$ cat src/rtl/branch_outcome_tracker.sv
// Branch outcome tracker: IF prediction, ID/EX prediction records,
// EX resolution with predictor training/rollback, flush and redirect.
module branch_outcome_tracker #(
   parameter int JUMP_STATUS_COUNTER_WIDTH = 2,
   parameter int STAT_WIDTH                = 16
) (
   input  logic                                 clk,
   input  logic                                 rst_n,
   input  logic                                 PL_stall,
   input  logic                                 is_branch_if,
   input  logic [JUMP_STATUS_COUNTER_WIDTH-1:0] HP_count,
   input  logic [31:0]                          pc_if,
   input  logic [31:0]                          target_if,
   input  logic                                 ex_resolve,
   input  logic                                 ex_taken,
   output logic                                 predict_taken_if,
   output logic                                 corrected_en,
   output logic                                 corrected_result,
   output logic                                 rollback_en_ex,
   output logic                                 rollback_en_id,
   output logic                                 prediction_result_branch_failed,
   output logic                                 flush,
   output logic                                 redirect_valid,
   output logic [31:0]                          redirect_pc,
   output logic [STAT_WIDTH-1:0]                branch_cnt,
   output logic [STAT_WIDTH-1:0]                mispredict_cnt
);

   typedef enum logic {
      RUN     = 1'b0,
      RECOVER = 1'b1
   } state_t;

   state_t r_state;
   state_t w_state_nxt;

   logic        r_id_valid;
   logic        r_id_pred;
   logic [31:0] r_id_pc;
   logic [31:0] r_id_tgt;

   logic        r_ex_valid;
   logic        r_ex_pred;
   logic [31:0] r_ex_pc;
   logic [31:0] r_ex_tgt;

   logic [STAT_WIDTH-1:0] r_branch_cnt;
   logic [STAT_WIDTH-1:0] r_mispredict_cnt;

   logic        w_accept;
   logic        w_correct;
   logic        w_mispredict;
   logic [31:0] w_fallthru;
   logic        w_unused_count;

   // Only the sign bit of the saturating counter drives the decision.
   assign w_unused_count   = ^HP_count;
   assign predict_taken_if = is_branch_if & HP_count[JUMP_STATUS_COUNTER_WIDTH-1];

   assign w_accept     = ex_resolve & r_ex_valid & (r_state == RUN);
   assign w_correct    = w_accept & (ex_taken == r_ex_pred);
   assign w_mispredict = w_accept & (ex_taken != r_ex_pred);
   assign w_fallthru   = r_ex_pc + 32'd4;

   always_ff @(posedge clk) begin
      if (!rst_n) begin
         r_state <= RUN;
      end else begin
         r_state <= w_state_nxt;
      end
   end

   always_comb begin
      w_state_nxt                     = r_state;
      corrected_en                    = 1'b0;
      corrected_result                = 1'b0;
      rollback_en_ex                  = 1'b0;
      rollback_en_id                  = 1'b0;
      prediction_result_branch_failed = 1'b0;
      flush                           = 1'b0;
      redirect_valid                  = 1'b0;
      redirect_pc                     = 32'd0;
      unique case (r_state)
         RUN: begin
            if (w_correct) begin
               corrected_en     = 1'b1;
               corrected_result = ex_taken;
            end
            if (w_mispredict) begin
               rollback_en_ex                  = 1'b1;
               rollback_en_id                  = r_id_valid;
               prediction_result_branch_failed = r_ex_pred;
               flush                           = 1'b1;
               redirect_valid                  = 1'b1;
               redirect_pc = ex_taken ? r_ex_tgt : w_fallthru;
               w_state_nxt                     = RECOVER;
            end
         end
         RECOVER: begin
            w_state_nxt = RUN;
         end
         default: begin
            w_state_nxt = RUN;
         end
      endcase
   end

   // A flush kills both in-flight records even when the pipe is stalled.
   always_ff @(posedge clk) begin
      if (!rst_n) begin
         r_id_valid <= 1'b0;
         r_id_pred  <= 1'b0;
         r_id_pc    <= 32'd0;
         r_id_tgt   <= 32'd0;
         r_ex_valid <= 1'b0;
         r_ex_pred  <= 1'b0;
         r_ex_pc    <= 32'd0;
         r_ex_tgt   <= 32'd0;
      end else begin
         if (!PL_stall) begin
            r_id_valid <= is_branch_if;
            r_id_pred  <= predict_taken_if;
            r_id_pc    <= pc_if;
            r_id_tgt   <= target_if;
            r_ex_valid <= r_id_valid;
            r_ex_pred  <= r_id_pred;
            r_ex_pc    <= r_id_pc;
            r_ex_tgt   <= r_id_tgt;
         end
         if (w_mispredict) begin
            r_id_valid <= 1'b0;
            r_ex_valid <= 1'b0;
         end
      end
   end

   always_ff @(posedge clk) begin
      if (!rst_n) begin
         r_branch_cnt     <= '0;
         r_mispredict_cnt <= '0;
      end else begin
         if (w_accept && !(&r_branch_cnt)) begin
            r_branch_cnt <= r_branch_cnt + 1'b1;
         end
         if (w_mispredict && !(&r_mispredict_cnt)) begin
            r_mispredict_cnt <= r_mispredict_cnt + 1'b1;
         end
      end
   end

   assign branch_cnt     = r_branch_cnt;
   assign mispredict_cnt = r_mispredict_cnt;

endmodule

$ cat config.mk
export PLATFORM = sky130hd
export DESIGN_NAME = branch_outcome_tracker
export DESIGN_NICKNAME = d
export VERILOG_FILES = /design/src/rtl/branch_outcome_tracker.sv
export SDC_FILE = /design/constraint.sdc
export NUM_CORES = 1
export LEC_CHECK = 0
export CELL_PAD_IN_SITES_DETAIL_PLACEMENT = 0
export CELL_PAD_IN_SITES_GLOBAL_PLACEMENT = 1
export CORE_UTILIZATION = 30
export CTS_BUF_LIST = sky130_fd_sc_hd__clkbuf_4
export CTS_CLUSTER_DIAMETER = 30
export CTS_CLUSTER_SIZE = 24
export DETAILED_ROUTE_END_ITERATION = 16
export HOLD_SLACK_MARGIN = 0.08
export PLACE_DENSITY_LB_ADDON = 0.1
export SETUP_SLACK_MARGIN = 0.3
export SYNTH_ARGS = -nofsm -noshare
export SYNTH_HDL_FRONTEND = slang
export SYNTH_SLANG_ARGS = --single-unit
$ cat constraint.sdc
create_clock -name clk -period 6.42 [get_ports clk]
set_input_delay 1.926 -clock clk [delete_from_list [all_inputs] [get_ports clk]]
set_output_delay 1.926 -clock clk [all_outputs]
set_load 0.05 [all_outputs]
### Word-level counts from Yosys, hierarchy flattened

Index checks and enable logic that the tools add are counted.

* word-level logic and storage cells: 44
* latch bits: 0
* RAM bits: 0
* register bits: 165
* output and inout bits: 72
* memory bits (read-only): 0
* input bits: 72
* memories: 0

* equal/unequal tests: 2
* shift operators: 0
* bitwise operators: 7
* add/subtract/negate cells: 3
* $mul: 0
* reduce and logical (&&, ||, !) cells: 7
* $lt $le $gt $ge: 0
* divide/modulo/power cells: 0
* muxes and demuxes: 14

Operators by type and width (number)
* 32-bit 2-to-1 mux: 3
* 16-bit by 1-bit adder with 16-bit output (second input constant): 2
* 32-bit by 3-bit adder with 32-bit output (second input constant): 1
* 16-bit AND reduction: 2
* 1-bit 2-to-1 mux: 10
* 1-bit bitwise AND: 5
* 1-bit logical AND: 2
* 1-bit zero test: 2
* 1-bit inverter: 2
* 1-bit case mux with 2 select lines: 1
* 2-bit OR reduction: 1
* 1-bit == test: 1
* 1-bit inequality test: 1

### Longest topological paths before layout

* depth in word-level cells: 5
* mapped depth: 7
* depth with buffers taken out: 6

### Worst setup path after synthesis

Ideal clock, no wire load.

* path type: input-to-output
* start: input ex_taken
* end: output redirect_pc[22]
* stages: 7
* buffers on the path: 2
* data arrival time: 4.138 ns
* path slack: 0.356 ns
* path through: buf_2 > xor2_1 > nand2_1 > inv_1 > clkbuf_1 > o21ai_0 > a21oi_1

* longest elaborated chain between the ends: 4

RTL lines
* from (decl): line 15 `input logic ex_taken,`
* 1-bit inequality test: line 62 `assign w_mispredict = w_accept & (ex_taken != r_ex_pred);`
* 1-bit bitwise AND: line 62
* 32-bit 2-to-1 mux (*): line 89 `if (w_mispredict) begin`
* 32-bit 2-to-1 mux (*): line 83 `unique case (r_state)`
* to (decl): line 24 `output logic [31:0] redirect_pc,`

Every way passes the cells marked *; elsewhere a longest branch is shown, timed or not.

### Worst setup path after layout

* start: input ex_taken
* end: output redirect_pc[28]

Same word-level chain as after synthesis.

==> metrics.yaml <==
synthesis:
  syn_nets: 865
  synth_adder_area_share_pct: 0.4922
  yosys-top-cells-area: "dfxtp_1, mux2i_1, nor2b_1"
  synth_edf_count: 0
  yosysUniqueCellTypes: 47
  synth_ff_type: "dfxtp_1"
  yosys.area.top_type: "dfxtp_1"
  synthArstFlopShare_pct: 0
  yosys-mux-area-fraction_pct: 18.00
  synth-warning-count: 0
  netlist_instances: 790
  ys_seq_area_share_pct: 43.31
  synth_top_area_share_pct: 43.31
  ys_ff_latch: 165
  synth_xor_xnor_area_share_pct: 5.972
  syn_area_mm2: 0.007626
  yosys.area_share.simple_pct: 23.95
  synth_compound_area_share_pct: 5.250
  avgSynthCellArea_um2: 9.653
  synth_top_family_by_area: "simple AND/OR/NAND/NOR gates"
cells_and_area:
  final_cell_mix: "dfxtp_1, mux2i_1, nor2b_1, clkdlybuf4s50_1, buf_12"
  nets: 982
  layout_commonest_cell: "dfxtp_1"
  fillCellCount: 2415
  regArea_mm2: 0.003303
  drive_above_1_share_pct: 9.368
  syn2layout_area_growth_pct: 30.94
  multi_input_area_mm2: 0.004100
power_and_ir_drop:
  p_total_mw: 1.932
  powerDensity_mw_per_mm2: 193.5
  peakVddDrop_v: 0.0001383
  leakagePower_nw: 3.830
min_path:
  hold_path_end: "r_ex_tgt[12]"
  hold_path.class: "reg2reg"
  hp-start: "r_id_tgt[12]"
  hold_path_depth: 2
floorplan:
  coreArea_mm2: 0.02460
  die_height_um: 161.4
  dieArea_mm2: 0.02606
  num_io_pins: 144
  initial_core_util_pct: 30.99
  rows: 57
  die_w_um: 161.4
sta:
  setup_tns_ns: 0
  skew_ns: 0.02477
  min_period_ns: 5.912
  fmax_ghz: 0.1692
  slew-limit-headroom_pct: 36.57
  timing.final.hold_violations: 0
  setup_violations: 0
  min_period_over_period_pct: 92.08
  grt_setup_unrepaired: "no"
  setup_ws_ns: 0.5082
  tightest_slew_ns: 0.9428
  slew_violations: 0
clock_network:
  cts_buffers: 17
  cts_setup_buffers: 0
  cts_tree: "yes"
  clk_pin_slew_ns: 0.16
  insertion_delay_ns: 0.54
  cts_root_buf: "clkbuf_4"
  cts_sinks: 165
  cts_max_path_buffers: 2
  htreeDepth: 4
worst_setup_path:
  crit_buf_inv: 4
  crit_slowest_cell: "clkdlybuf4s50_1"
  cp_top_family: "buffers and inverters"
  crit_path_max_incr_delay_ns: 0.62
  cp-start-kind: "input pin"
  ff2ff_path_depth: 5
  r2r-end: "branch_cnt[9]"
  end_kind: "output pin"
  arrival_ns: 3.99
  critPathKind: "in2out"
  path_cells: "clkdlybuf4s50_1, xor2_1, nand2_1, inv_1, buf_4, o21ai_0, a21oi_1, buf_12"
  r2r_slack_ns: 4.17
  worstPathRequired_ns: 4.49
  r2r_start: "r_state"
  crit_path_max_fanout: 23
run_status:
  status: "finished, final reports clean"
grt:
  grt_pass1_vias: 5608
  track_usage_pct: 14.52
  overflow: 0
  grt_pass1_wl_um: 29820
  antenna_found_initial: 1
  grt_max_degree: 94
job:
  maxCapViolations: 0
placement:
  place_hpwl_um: 13410
  place_congestion: 0.8224
  pre_cts_slack_ns: 0.4524
  io_buffers: 142
drt:
  ant_nets: 0
  vias_per_cell: 4.662
  drt_iter0_drc: 339
  firstDrtPassIters: 4
  wl_per_cell_um: 14.97
  wirelength_um: 18670
  route.detailed.drc: 0
  num_vias: 5813
[tightest hold or removal path: cells and delay by family, from the launching register on]
kind | cells | cell delay (ns)
and+or+nand+nor | 1 | 0.06
DFF | 1 | 0.34
muxes | 1 | 0.12
[how the worst max path moves through the flow]
stage	start	to	slack, ns	cells after the start
floorplan	ex_taken	redirect_pc[22]	0.36	7
global placement	ex_taken	redirect_pc[28]	0.49	8
detailed placement	ex_taken	redirect_pc[13]	0.45	8
CTS	ex_taken	redirect_pc[13]	0.43	8
global route	ex_taken	redirect_pc[28]	0.34	8
finish	ex_taken	redirect_pc[28]	0.51	8
[cells in the mapped netlist (2+ instances only)]
library cell,number
a211oi_1,4
a21oi_1,28
and2_1,27
and3_1,13
and4_1,6
buf_1,6
buf_2,10
buf_4,2
clkbuf_1,33
dfxtp_1,165
ha_1,3
inv_1,5
mux2i_1,136
nand2_1,29
nand2b_1,3
nand3_1,25
nand4_1,24
nand4b_1,2
nor2_1,23
nor2b_1,129
nor3_1,6
nor3_2,2
nor3b_1,2
nor4_1,8
o211ai_1,3
o21ai_0,23
o31ai_1,2
or2_2,2
xnor2_1,27
xor2_1,25
[flip-flops by register name, summed over array words and instances (netlist names)]
| name | flops |
|---|---|
| r_ex_tgt | 32 |
| r_id_pred | 1 |
| r_id_valid | 1 |
| r_ex_valid | 1 |
| r_ex_pc | 32 |
| r_id_tgt | 32 |
| branch_cnt | 16 |
| mispredict_cnt | 16 |
| r_id_pc | 32 |
| r_state | 1 |
| r_ex_pred | 1 |
[metrics by stage]
stage	utilization, %	std cells	hold slack, ns	area, um2
floorplan	-	790	0.4743	7626
global placement	39.32	1212	0.4870	9676
detailed placement	39.32	1212	0.5012	9676
CTS	40.50	1242	0.5162	9966
global route	40.58	1247	0.5403	9986
finish	40.58	1247	0.5131	9986
[area by class of cell]
cell class              instances  area share (%)
clock inverters                12           1.554
multi-input cells             569           41.06
diodes                          5          0.1253
well taps                     324           4.060
repair buffers                149           18.58
clock buffers                  18           1.353
flip-flops and latches        165           33.08
inverters                       5          0.1879
[power breakdown]
group / internal [mW] / total, mW / leakage, nW / switching, mW
logic: 0.108 / 0.190 / 2.34 / 0.0822
clock network: 0.272 / 0.650 / 0.147 / 0.378
registers: 1.06 / 1.09 / 1.35 / 0.0286
[cells by family (layout without fill, tap and decap cells)]
logic type / count (synthesis) / in the layout
other cells: 0 / 5
simple gates: 308 / 308
flops: 165 / 165
compound gates: 69 / 69
xor+xnor: 52 / 52
buf+inv: 56 / 184
mux: 137 / 137
fa+ha+maj: 3 / 3
[what timing repair did]
action,4_1_cts,5_1_grt
hold buffers,0,0
gates resized for setup,0,2
hold endpoints to repair,0,0
setup endpoints to repair,0,2
[layer usage]
layer / up-vias / part of all wire (%) / track usage, %
met1: 2705 / 50 / 19.94
met2: 135 / 45 / 23.12
met3: 13 / 4.2 / 3.364
met5: - / 0 / 0
met4: 0 / 0.80 / 3.002
li1: 2960 / - / -
Note: power is estimated with default switching activity, not from simulation.
